### config.mk
export PLATFORM = sky130hd
export DESIGN_NAME = branch_predictor_btb_flat
export DESIGN_NICKNAME = d
export VERILOG_FILES = /design/src/rtl/lc3b_types.sv /design/src/rtl/branch_predictor_btb_if.sv /design/src/rtl/branch_predictor_btb_array.sv /design/src/rtl/branch_predictor_btb.sv /design/src/flat_wrapper.sv
export SDC_FILE = /design/constraint.sdc
export NUM_CORES = 1
export LEC_CHECK = 0
export ABC_CLOCK_PERIOD_IN_PS = 9930
export CAP_MARGIN = 10
export CORE_MARGIN = 2
export CORE_UTILIZATION = 55
export CTS_CLUSTER_DIAMETER = 50
export DETAILED_ROUTE_END_ITERATION = 7
export GPL_ROUTABILITY_DRIVEN = 0
export HOLD_SLACK_MARGIN = 0.08
export PLACE_DENSITY_LB_ADDON = 0.25
export SETUP_SLACK_MARGIN = 0.05
export SKIP_LAST_GASP = 1
export SLEW_MARGIN = 5
export SYNTH_ARGS = -nofsm -noshare
export SYNTH_HDL_FRONTEND = slang
export SYNTH_HIERARCHICAL = 1
export SYNTH_SLANG_ARGS = --single-unit
export TNS_END_PERCENT = 5
### constraint.sdc
create_clock -name clk -period 9.93 [get_ports clk]
set_clock_uncertainty 0.15 [all_clocks]
set_input_delay 1.4895 -clock clk [delete_from_list [all_inputs] [get_ports clk]]
set_output_delay 1.4895 -clock clk [all_outputs]
set_load 0.1 [all_outputs]
### src/rtl/lc3b_types.sv
// Shared LC-3b types for the branch target buffer: word type, 2-bit counter,
// table entry and the one-deep resolve/update record.
package lc3b_types;

  localparam int BTB_IDX_BITS = 4;

  typedef logic [15:0] lc3b_word;

  typedef enum logic [1:0] {
    SNT = 2'b00,
    WNT = 2'b01,
    WT  = 2'b10,
    ST  = 2'b11
  } lc3b_btb_ctr;

  // The tag field is a full word so the struct stays valid for any index width.
  typedef struct packed {
    logic        valid;
    lc3b_word    tag;
    lc3b_word    target;
    lc3b_btb_ctr ctr;
  } lc3b_btb_entry;

  typedef struct packed {
    logic     valid;
    lc3b_word pc;
    lc3b_word target;
    logic     taken;
    logic     unconditional;
    logic     mispredict;
    logic     incorrect_target;
  } lc3b_btb_update;

  function automatic lc3b_word btb_tag(lc3b_word pc, int idx_bits);
    return pc >> (idx_bits + 1);
  endfunction

endpackage

### src/rtl/branch_predictor_btb_if.sv
// Resolve-stage bus into the BTB: the resolved instruction's outcome and the
// misprediction flags raised for it.
interface branch_predictor_btb_if;
  import lc3b_types::*;

  logic     resolve_valid;
  lc3b_word resolve_pc;
  lc3b_word resolve_target;
  logic     resolve_taken;
  logic     resolve_unconditional;
  logic     incorrectly_taken;
  logic     incorrectly_not_taken;
  logic     incorrect_target;

  modport master (
    output resolve_valid, resolve_pc, resolve_target, resolve_taken,
           resolve_unconditional, incorrectly_taken, incorrectly_not_taken,
           incorrect_target
  );

  modport slave (
    input resolve_valid, resolve_pc, resolve_target, resolve_taken,
          resolve_unconditional, incorrectly_taken, incorrectly_not_taken,
          incorrect_target
  );

endinterface

### src/rtl/branch_predictor_btb_array.sv
// BTB storage: one write port, a raw read port for read-modify-write and a
// lookup port that forwards the entry being written this cycle.
module btb_array
  import lc3b_types::*;
#(
  parameter int IDX_BITS = BTB_IDX_BITS
) (
  input  logic                clk,
  input  logic                reset,
  input  logic [IDX_BITS-1:0] rd_idx,
  output lc3b_btb_entry       rd_entry,
  input  logic [IDX_BITS-1:0] upd_idx,
  output lc3b_btb_entry       upd_entry,
  input  logic                wr_en,
  input  lc3b_btb_entry       wr_entry
);

  localparam int ENTRIES = 1 << IDX_BITS;

  lc3b_btb_entry mem [ENTRIES];

  always_ff @(posedge clk) begin
    if (reset) begin
      // NOTE: every entry is reset because cold misses and the WNT starting
      // counter are visible behaviour; this keeps the table in flops, not RAM.
      for (int i = 0; i < ENTRIES; i++) begin
        mem[i] <= '{valid: 1'b0, tag: '0, target: '0, ctr: WNT};
      end
    end else if (wr_en) begin
      mem[upd_idx] <= wr_entry;
    end
  end

  assign upd_entry = mem[upd_idx];
  assign rd_entry  = (wr_en && (upd_idx == rd_idx)) ? wr_entry : mem[rd_idx];

endmodule

### src/rtl/branch_predictor_btb.sv
// Direct-mapped branch target buffer with 2-bit counters: combinational lookup
// on fetch_pc, resolves applied one edge after capture by read-modify-write.
module branch_predictor_btb
  import lc3b_types::lc3b_word, lc3b_types::lc3b_btb_ctr, lc3b_types::lc3b_btb_entry,
         lc3b_types::lc3b_btb_update, lc3b_types::btb_tag,
         lc3b_types::SNT, lc3b_types::WT, lc3b_types::ST;
#(
  parameter int BTB_IDX_BITS = lc3b_types::BTB_IDX_BITS
) (
  input  logic                         clk,
  input  logic                         reset,
  input  lc3b_word                     fetch_pc,
  output logic                         branch_predictor_taken_and_btb_valid,
  output logic                         btb_hit,
  output lc3b_word                     btb_target,
  branch_predictor_btb_if.slave        res,
  output lc3b_word                     mispredict_count
);

  lc3b_btb_update            upd;
  lc3b_btb_entry             rd_entry;
  lc3b_btb_entry             old_entry;
  lc3b_btb_entry             new_entry;
  logic                      upd_hit;
  logic                      upd_write;
  logic                      wr_en;
  logic [BTB_IDX_BITS-1:0]   fetch_idx;
  logic [BTB_IDX_BITS-1:0]   upd_idx;

  assign fetch_idx = fetch_pc[BTB_IDX_BITS:1];
  assign upd_idx   = upd.pc[BTB_IDX_BITS:1];

  // NOTE: state is written with <= so every flop samples pre-edge values,
  // independent of the order in which the simulator runs the blocks.
  always_ff @(posedge clk) begin
    if (reset) begin
      upd <= '0;
    end else begin
      upd.valid            <= res.resolve_valid;
      upd.pc               <= res.resolve_pc;
      upd.target           <= res.resolve_target;
      upd.taken            <= res.resolve_taken;
      upd.unconditional    <= res.resolve_unconditional;
      upd.mispredict       <= res.incorrectly_taken | res.incorrectly_not_taken |
                              res.incorrect_target;
      upd.incorrect_target <= res.incorrect_target;
    end
  end

  always_comb begin
    // NOTE: every output gets a default first so no path leaves a latch.
    new_entry = old_entry;
    upd_write = 1'b0;
    upd_hit   = old_entry.valid && (old_entry.tag == btb_tag(upd.pc, BTB_IDX_BITS));
    if (upd_hit) begin
      upd_write = 1'b1;
      if (upd.unconditional) begin
        new_entry.ctr = ST;
      end else if (upd.taken) begin
        new_entry.ctr = (old_entry.ctr == ST) ? ST : lc3b_btb_ctr'(old_entry.ctr + 2'd1);
      end else begin
        new_entry.ctr = (old_entry.ctr == SNT) ? SNT : lc3b_btb_ctr'(old_entry.ctr - 2'd1);
      end
      if (upd.taken && (upd.incorrect_target || (old_entry.target != upd.target))) begin
        new_entry.target = upd.target;
      end
    end else if (upd.taken) begin
      // Miss with a taken outcome replaces whatever occupied the slot.
      upd_write = 1'b1;
      new_entry = '{valid: 1'b1, tag: btb_tag(upd.pc, BTB_IDX_BITS), target: upd.target,
                    ctr: upd.unconditional ? ST : WT};
    end
  end

  assign wr_en = upd.valid && upd_write;

  btb_array #(.IDX_BITS(BTB_IDX_BITS)) u_array (
    .clk       (clk),
    .reset     (reset),
    .rd_idx    (fetch_idx),
    .rd_entry  (rd_entry),
    .upd_idx   (upd_idx),
    .upd_entry (old_entry),
    .wr_en     (wr_en),
    .wr_entry  (new_entry)
  );

  assign btb_hit = rd_entry.valid && (rd_entry.tag == btb_tag(fetch_pc, BTB_IDX_BITS));
  assign branch_predictor_taken_and_btb_valid = btb_hit && rd_entry.ctr[1];
  assign btb_target = btb_hit ? rd_entry.target : '0;

  always_ff @(posedge clk) begin
    if (reset) begin
      mispredict_count <= '0;
    end else if (upd.valid && upd.mispredict && (mispredict_count != 16'hFFFF)) begin
      mispredict_count <= mispredict_count + 16'd1;
    end
  end

endmodule

### src/flat_wrapper.sv
// flat-port wrapper written by rule: the top's interface ports become plain ports
module branch_predictor_btb_flat import lc3b_types::lc3b_word, lc3b_types::lc3b_btb_ctr, lc3b_types::lc3b_btb_entry,
         lc3b_types::lc3b_btb_update, lc3b_types::btb_tag,
         lc3b_types::SNT, lc3b_types::WT, lc3b_types::ST;
#(
  parameter int BTB_IDX_BITS = lc3b_types::BTB_IDX_BITS
)
  (clk, reset, fetch_pc, branch_predictor_taken_and_btb_valid, btb_hit, btb_target, mispredict_count, res_resolve_valid, res_resolve_pc, res_resolve_target, res_resolve_taken, res_resolve_unconditional, res_incorrectly_taken, res_incorrectly_not_taken, res_incorrect_target);
  branch_predictor_btb_if res_i ();
  input  logic clk;
  input  logic reset;
  input  lc3b_word fetch_pc;
  output logic branch_predictor_taken_and_btb_valid;
  output logic btb_hit;
  output lc3b_word btb_target;
  output lc3b_word mispredict_count;
  input wire logic [$bits(res_i.resolve_valid)-1:0] res_resolve_valid;
  input wire logic [$bits(res_i.resolve_pc)-1:0] res_resolve_pc;
  input wire logic [$bits(res_i.resolve_target)-1:0] res_resolve_target;
  input wire logic [$bits(res_i.resolve_taken)-1:0] res_resolve_taken;
  input wire logic [$bits(res_i.resolve_unconditional)-1:0] res_resolve_unconditional;
  input wire logic [$bits(res_i.incorrectly_taken)-1:0] res_incorrectly_taken;
  input wire logic [$bits(res_i.incorrectly_not_taken)-1:0] res_incorrectly_not_taken;
  input wire logic [$bits(res_i.incorrect_target)-1:0] res_incorrect_target;
  assign res_i.resolve_valid = res_resolve_valid;
  assign res_i.resolve_pc = res_resolve_pc;
  assign res_i.resolve_target = res_resolve_target;
  assign res_i.resolve_taken = res_resolve_taken;
  assign res_i.resolve_unconditional = res_resolve_unconditional;
  assign res_i.incorrectly_taken = res_incorrectly_taken;
  assign res_i.incorrectly_not_taken = res_incorrectly_not_taken;
  assign res_i.incorrect_target = res_incorrect_target;
  branch_predictor_btb #(.BTB_IDX_BITS(BTB_IDX_BITS)) u_core (.clk(clk), .reset(reset), .fetch_pc(fetch_pc), .branch_predictor_taken_and_btb_valid(branch_predictor_taken_and_btb_valid), .btb_hit(btb_hit), .btb_target(btb_target), .res(res_i), .mispredict_count(mispredict_count));
endmodule
==> flow_metrics.env <==
export IMPL_outcome="complete, no violations"
export IMPL_clkSlewWorstSetupHoldPaths_ps=60
export IMPL_routed_wl_mm=95.1
export IMPL_grt_pass1_wl_mm=138
export IMPL_route_detailed_drc=0
export IMPL_p_leak_nw=12.9
export IMPL_routedWlPerCell_um=32.3
export IMPL_post_place_ws_ps=1120
export IMPL_hold_class="flip-flop to flip-flop"
export IMPL_grt_use_total_pct=32.2
export IMPL_clkPwrFrac_pct=42.9
export IMPL_hold_viol_final=0
export IMPL_cts_resized=0
export IMPL_dr_pass1_iters=5
export IMPL_num_vias=20000
export IMPL_antenna_found_initial=2
export IMPL_cts_tree="built"
export IMPL_critPathMaxStageDelay_ps=860
export IMPL_start_kind="flip-flop"
export IMPL_grt_overflow=0
export IMPL_clock_path_buffers=3
export IMPL_htree_levels=3
export IMPL_die_area_um2=60900
export IMPL_endpoint_kind="primary output"
export IMPL_vias_per_cell=6.78
export IMPL_finalPower_mw=6.28
export IMPL_core_um2=57900
export IMPL_cp_startpoint="u_core/upd[21]$_SDFF_PP0_"
export IMPL_tns_ps=0
export IMPL_chipWidth_um=247
export IMPL_syn_instance_count=2086
export IMPL_grt_pass1_vias=20800
export IMPL_syn_area_per_cell_um2=15.5
export IMPL_clock_sinks=612
export IMPL_fin_cells=2944
export IMPL_critPathMaxFanout=50
export IMPL_cell_internal_pwr_mw=4.78
export IMPL_finalSetupViolCount=0
export IMPL_hold_buffers=0
export IMPL_setup_slack_ps=438
export IMPL_worst_ep_required_time_ps=8290
export IMPL_cts_root_buf="clkbuf_16"
export IMPL_ir_worst_vdd_mv=0.154
export IMPL_synth_nets=2143
export IMPL_fillers=4247
export IMPL_drive_above_1_share_pct=28.2
export IMPL_die_h_um=247
export IMPL_cts_setup_buffers=0
export IMPL_pwr_share_comb_pct=10.0
export IMPL_switchingPower_mw=1.50
export IMPL_insertion_delay_ps=620
export IMPL_rsz0062_at_grt="no"
export IMPL_nNetsFinal=2176
export IMPL_swShare_pct=23.9
export IMPL_drtIter0Drc=2392
export IMPL_syn_area_um2=32400
export IMPL_timing_hold_ws_ps=394
export IMPL_placed_cells=2810
export IMPL_cp_data_arrival_time_ps=7850
export IMPL_yosys_warnings=6
export IMPL_cts_made_buffers=72
export IMPL_fin_crit_ps=9490
export IMPL_crit_slowest_cell="dfxtp_4"
export IMPL_path_class="flip-flop to primary output"
export IMPL_initial_utilization_pct=55.9
export IMPL_min_period_over_period_pct=95.6
export IMPL_timing_rr_start="u_core/upd[21]$_SDFF_PP0_"
export IMPL_syn_to_final_growth_pct=12.7
export IMPL_dp_hpwl_mm=51.5
export IMPL_num_rows=88
export IMPL_path_cells="buf_12, mux4_2, mux4_2, xor2_1, nor4_1, nand4_1, nand2b_1, and2_1, nand2_1, nor4_4, buf_4, mux2_2, nor4_1, nand4b_1, nor3_2, buf_4, and2_1, buf_12"
export IMPL_power_density_nw_per_um2=172
export IMPL_boundaryPins=90
export IMPL_fmax_mhz=105
export IMPL_slew_headroom_pct=11.6
export IMPL_slew_viol_final=0
export IMPL_worstMarginPinSlew_ps=1330
export IMPL_final_antenna_net_count=0
export IMPL_cap_violations=0
export IMPL_grt_max_degree=82
export IMPL_io_buffers=87
export IMPL_seq_power_share_pct=47.0
export IMPL_worstHoldStart="u_core/mispredict_count[9]$_SDFFE_PP0P_"
-- power by group through the flow --
stage	combinational [mW]	sequential (mW)	clock [mW]
2_1_floorplan	0.440	2.97	0
3_3_place_gp	0.618	3.00	0
3_5_place_dp	0.624	3.01	0
4_1_cts	0.627	2.95	2.72
5_1_grt	0.661	2.96	2.82
6_report	0.631	2.96	2.70
-- registers in the layout, indices dropped and copies added, names as in the netlist --
name / flops
u_core/u_array/mem: 560
u_core/upd: 36
u_core/mispredict_count: 16
-- placed cells by master (no fill, tap or decap), types with 4 or more instances in the layout --
cell / n
a22oi_1: 66
and2_1: 571
buf_12: 19
buf_4: 57
bufinv_16: 7
clkbuf_1: 11
clkbuf_16: 77
clkdlybuf4s50_1: 66
clkinv_1: 8
clkinv_2: 10
clkinv_4: 5
clkinvlp_4: 6
dfxtp_1: 48
edfxtp_1: 560
inv_6: 5
mux2_2: 51
mux2_4: 10
mux4_2: 312
nand2_1: 41
nand2b_1: 9
nand3_1: 5
nand4_1: 8
nor2_1: 23
nor2_4: 13
nor2b_1: 36
nor3_1: 7
nor3_4: 4
nor4_1: 10
o2111ai_1: 4
o211ai_1: 4
or2_2: 17
or3_1: 13
xnor2_1: 8
xor2_1: 49
-- final cells by class --
cell class / instances / area [µm²] / share of cell area [%]
Tap cell: 765 / 957 / 2.62
Clock buffer: 90 / 2000 / 5.46
Clock inverter: 41 / 423 / 1.16
Antenna cell: 3 / 7.51 / 0.0206
Multi-Input combinational cell: 1287 / 13800 / 37.7
Inverter: 1 / 3.75 / 0.0103
Timing Repair Buffer: 145 / 1500 / 4.11
Sequential cell: 612 / 17900 / 48.9
-- path summary, 6_finish.rpt --
| check | endpoint | slack [ps] | cells past startpoint |
|---|---|---|---|
| max reg2reg | u_core/u_array/mem[4][6]$_SDFFCE_PN0P_ | 3480 | 13 |
| max | btb_target[15] | 440 | 18 |
| min reg2reg | u_core/mispredict_count[9]$_SDFFE_PP0P_ | 390 | 2 |
| min | u_core/mispredict_count[9]$_SDFFE_PP0P_ | 390 | 2 |
-- stage by stage --
step	cell area, µm²	utilization (%)
detailed placement	34100	58.9
CTS	36500	63.0
global placement	34100	58.9
global route	36500	63.0
finish	36500	63.1
floorplan	32400	-
-- layer usage --
| metal | GRT usage (%) | up-vias | wire length, µm |
|---|---|---|---|
| met3 | 6.35 | 289 | 10400 |
| li1 | - | 8069 | - |
| met2 | 53.8 | 1362 | 46700 |
| met1 | 41.0 | 10200 | 33300 |
| met5 | 0 | - | 0 |
| met4 | 14.8 | 0 | 4760 |
-- critical path: cells and delay by family, from the launching register on --
family	cells	cell delay, ps
AND/OR/NAND/NOR	10	3160
multiplexers	3	1460
buffers and inverters	4	1430
flip-flops	1	860
XOR/XNOR	1	220
(Power assumes the default switching activity.)
==> RTL edit 1 (same flow settings) <==
Set the package constant `BTB_IDX_BITS` to 3 (it was 4).
--- a/src/rtl/lc3b_types.sv
+++ b/src/rtl/lc3b_types.sv
@@ -4,3 +4,3 @@
 
-  localparam int BTB_IDX_BITS = 4;
+  localparam int BTB_IDX_BITS = 3;
 
Function: changed (Yosys sat finds a counterexample within 4 cycles, from zero or initial values and one cycle with reset high).
==> RTL edit 1 against the unedited design <==
  * Routed wire length shrank 46%
  * Final area down 44%
  * Total power shrank 46%
  * Area after synthesis shrank 45%
  * Sequential cell count is 280 lower
  * Register-to-register slack improved by 0.41 ns
  * Critical path depth did not move
  * Critical path type unchanged
  * Clock power is 46% lower
  * Critical endpoint is now btb_target[10]
  * Combinational power down 42%
  * Setup slack improved by 1.0 ns
==> RTL edit 1: results (changes against the unedited design) <==
- Pleak: 7.39 nW (was 12.9 nW)
- Detailed Place HPWL: 31000 um (was 51500 um)
- #MultiIn Comb: 932 (was 1287)
- Worst Min Path Start: u_core/mispredict_count[11]$_SDFFE_PP0P_ (was u_core/mispredict_count[9]$_SDFFE_PP0P_)
- Max_slew headroom: 17.7% (was 11.6%)
- Register area: 0.00946 sq mm (was 0.0179 sq mm)
- CTS Sinks: 332 (was 612)
- Non-clock inverters: 6 (was 1)
- # H-tree levels: 2 (was 3)
- Clkbuf count: 54 (was 90)
- First-pass GRT wire length: 75700 um (was 138000 um)
- Layout cell share with drive strength beyond 1: 21.0% (was 28.2%)
- Largest net degree at the start of global routing: 59 (was 82)
- Layout clock area frac: 6.47% (was 6.62%)
- Layout filler cell count: 2380 (was 4247)
- Maximum vdd drop: 129 uV (was 154 uV)
- Hold_ws: 0.362 ns (was 0.394 ns)
- Slowest CP cell: nor2b_1 (was dfxtp_4)
- Sw Ratio: 24.7% (was 23.9%)
- Hold Path Sink: u_core/mispredict_count[11]$_SDFFE_PP0P_ (was u_core/mispredict_count[9]$_SDFFE_PP0P_)
- Flop2flop setup slack: 3.89 ns (was 3.48 ns)
- Non-clock buffer share: 5.40% (was 4.11%)
- CTS Buf Count: 40 (was 72)
- Via count: 12100 (was 20000)
- Initial antenna violation count: 0 (was 2)
- Syn nets: 1421 (was 2143)
- Status: finished clean (unchanged)
- Worst Setup EP: btb_target[10] (was btb_target[15])
- Drt first pass iters: 6 (was 5)
- CP Max Fanout: 21 (was 50)
- Worst reg2reg path endpoint: u_core/u_array/mem[1][22]$_SDFFCE_PN0P_ (was u_core/u_array/mem[4][6]$_SDFFCE_PN0P_)
- Crit-path max cell delay: 0.89 ns (was 0.86 ns)
- Antenna cells: 0 (was 3)
- CP arrival: 6.85 ns (was 7.85 ns)
- Clock Latency Late Sink: 0.54 ns (was 0.62 ns)
- Sequential share of power: 46.6% (was 47.0%)
- Overall routing resource usage: 30.8% (was 32.2%)
RTL edit 1: metrics by stage:
stage / total power, W / worst slack, ns / utilization [%] / cells / instance area (sq um)
2_1_floorplan: 0.00185 / 2.54 / - / 1364 / 17800
3_3_place_gp: 0.00198 / 2.27 / 59.8 / 1797 / 19000
3_5_place_dp: 0.00198 / 2.22 / 59.8 / 1797 / 19000
4_1_cts: 0.00343 / 1.61 / 64.0 / 1871 / 20300
5_1_grt: 0.00351 / 1.12 / 64.0 / 1871 / 20300
6_report: 0.00342 / 1.45 / 64.0 / 1871 / 20300
RTL edit 1: metal layers:
| layer | part of all wire, % | global-route usage (%) | vias up |
|---|---|---|---|
| met1 | 37 | 40.1 | 5926 |
| met3 | 11 | 6.10 | 156 |
| met4 | 3.9 | 12.5 | 2 |
| met5 | 0.089 | 1.04 | - |
| li1 | - | - | 5259 |
| met2 | 48 | 50.7 | 804 |
==> RTL edit 2 (config.mk and constraints unchanged) <==
Without the edit above. Register the output `btb_target`, without a reset; this adds one clock of latency there. The other outputs are not delayed to match.
--- a/src/rtl/branch_predictor_btb.sv
+++ b/src/rtl/branch_predictor_btb.sv
@@ -89,3 +89,5 @@
   assign branch_predictor_taken_and_btb_valid = btb_hit && rd_entry.ctr[1];
-  assign btb_target = btb_hit ? rd_entry.target : '0;
+  always_ff @(posedge clk) begin
+    btb_target <= btb_hit ? rd_entry.target : '0;
+  end
 
Formal check against the unedited RTL: not equivalent (a bounded check fails within 4 cycles, from zero or initial values and one cycle with reset high).
==> RTL edit 2 against the unedited design <==
  * Area after synthesis is 0.95% higher
  * Register-to-register slack got worse by 0.78 ns
  * Via count hardly changed
  * Total power up 3.0%
  * Setup slack better by 0.27 ns
  * Critical path depth is 1 lower
  * First-iteration DRC count grew 0.38%
  * Sequential power is 2% higher
  * Final cell count up 1.2%
  * Global-route usage fell by 0.31 points
  * Non-clock buffer count is 1 higher
  * Sequential cell count rose by 16
  * Routed wire length is essentially flat
  * Final area rose by 0.86%
  * Critical endpoint is now branch_predictor_taken_and_btb_valid
==> RTL edit 2: results (changes against the unedited design) <==
- Status: finished clean (unchanged)
- Area of the multi-input gates: 0.0138 sq mm (about the same)
- Worst Min Path Start: u_core/mispredict_count[1]$_SDFFE_PP0P_ (was u_core/mispredict_count[9]$_SDFFE_PP0P_)
- Met2 Resource Use GR: 52.2% (was 53.8%)
- GRT met1 Usage: 40.1% (was 41.0%)
- Initial antenna violation count: 0 (was 2)
- #MultiIn Comb: 1289 (was 1287)
- Layout cell share with drive strength beyond 1: 27.9% (was 28.2%)
- Met3 usage: 7.24% (was 6.35%)
- Antenna cells: 1 (was 3)
- Core Region: 0.0589 sq mm (was 0.0579 sq mm)
- Seq/total area: 49.4% (was 48.9%)
- Syn nets: 2162 (was 2143)
- CP Max Fanout: 55 (was 50)
- CP arrival: 7.58 ns (was 7.85 ns)
- Seq_cells: 628 (was 612)
- Clkbuf count: 98 (was 90)
- Overall routing resource usage: 31.9% (was 32.2%)
- Post-Route M1 WL: 33300 um (about the same)
- Placed insts: 2837 (was 2810)
- Pleak: 13.0 nW (was 12.9 nW)
- Signal buffers: 146 (was 145)
- Crit-path max cell delay: 0.81 ns (was 0.86 ns)
- Flop2flop setup slack: 2.70 ns (was 3.48 ns)
- First-pass GRT wire length: 137000 um (was 138000 um)
- Via count: 20000 (about the same)
- Layout clock area frac: 6.97% (was 6.62%)
- CTS Buf Count: 77 (was 72)
- Met2 wire length: 46400 um (was 46700 um)
- Worst Setup EP: branch_predictor_taken_and_btb_valid (was btb_target[15])
- Hold Path Sink: u_core/mispredict_count[1]$_SDFFE_PP0P_ (was u_core/mispredict_count[9]$_SDFFE_PP0P_)
- Met3 wire len: 10600 um (was 10400 um)
- Design area: 0.0368 sq mm (was 0.0365 sq mm)
- Vias in the first global route: 20700 (was 20800)
- DR iter-0 viols: 2401 (was 2392)
- Final Non-Filler Cells: 2980 (was 2944)
- Maximum vdd drop: 160 uV (was 154 uV)
- Max_slew headroom: 11.9% (was 11.6%)
- Final WL: 95100 um (about the same)
==> RTL edit 2: cell types whose count changed in the layout (fill, tap and decap cells not counted), moves of 7 or more <==
cell             delta
buf_12             -16
clkdlybuf4s50_1    +16
dfxtp_1            +16
xor2_1             -15
xnor2_1            +12
clkinv_2            +7
==> RTL edit 2: worst reg2reg max path, stage by stage (launching register included) <==
cell and delay (ns):
dfxtp_4 0.81, buf_12 0.52, mux4_2 0.62, mux4_2 0.53, xor2_1 0.22, nor4_1 0.29, nand4_1 0.44, nand2b_1 0.24
and2_1 0.28, nand2_1 0.13, nor4_4 0.74, mux2_2 0.42, nor4_1 0.58, nand4b_1 0.21, nor3_2 0.20, buf_4 0.30
buf_4 0.29, and2_1 0.17
==> RTL edit 2: power breakdown <==
group          internal (W)  leakage [nW]  switching [W]
Combinational      0.000271          5.40       0.000356
Clock               0.00169          1.27        0.00114
Sequential          0.00296          6.29      0.0000652
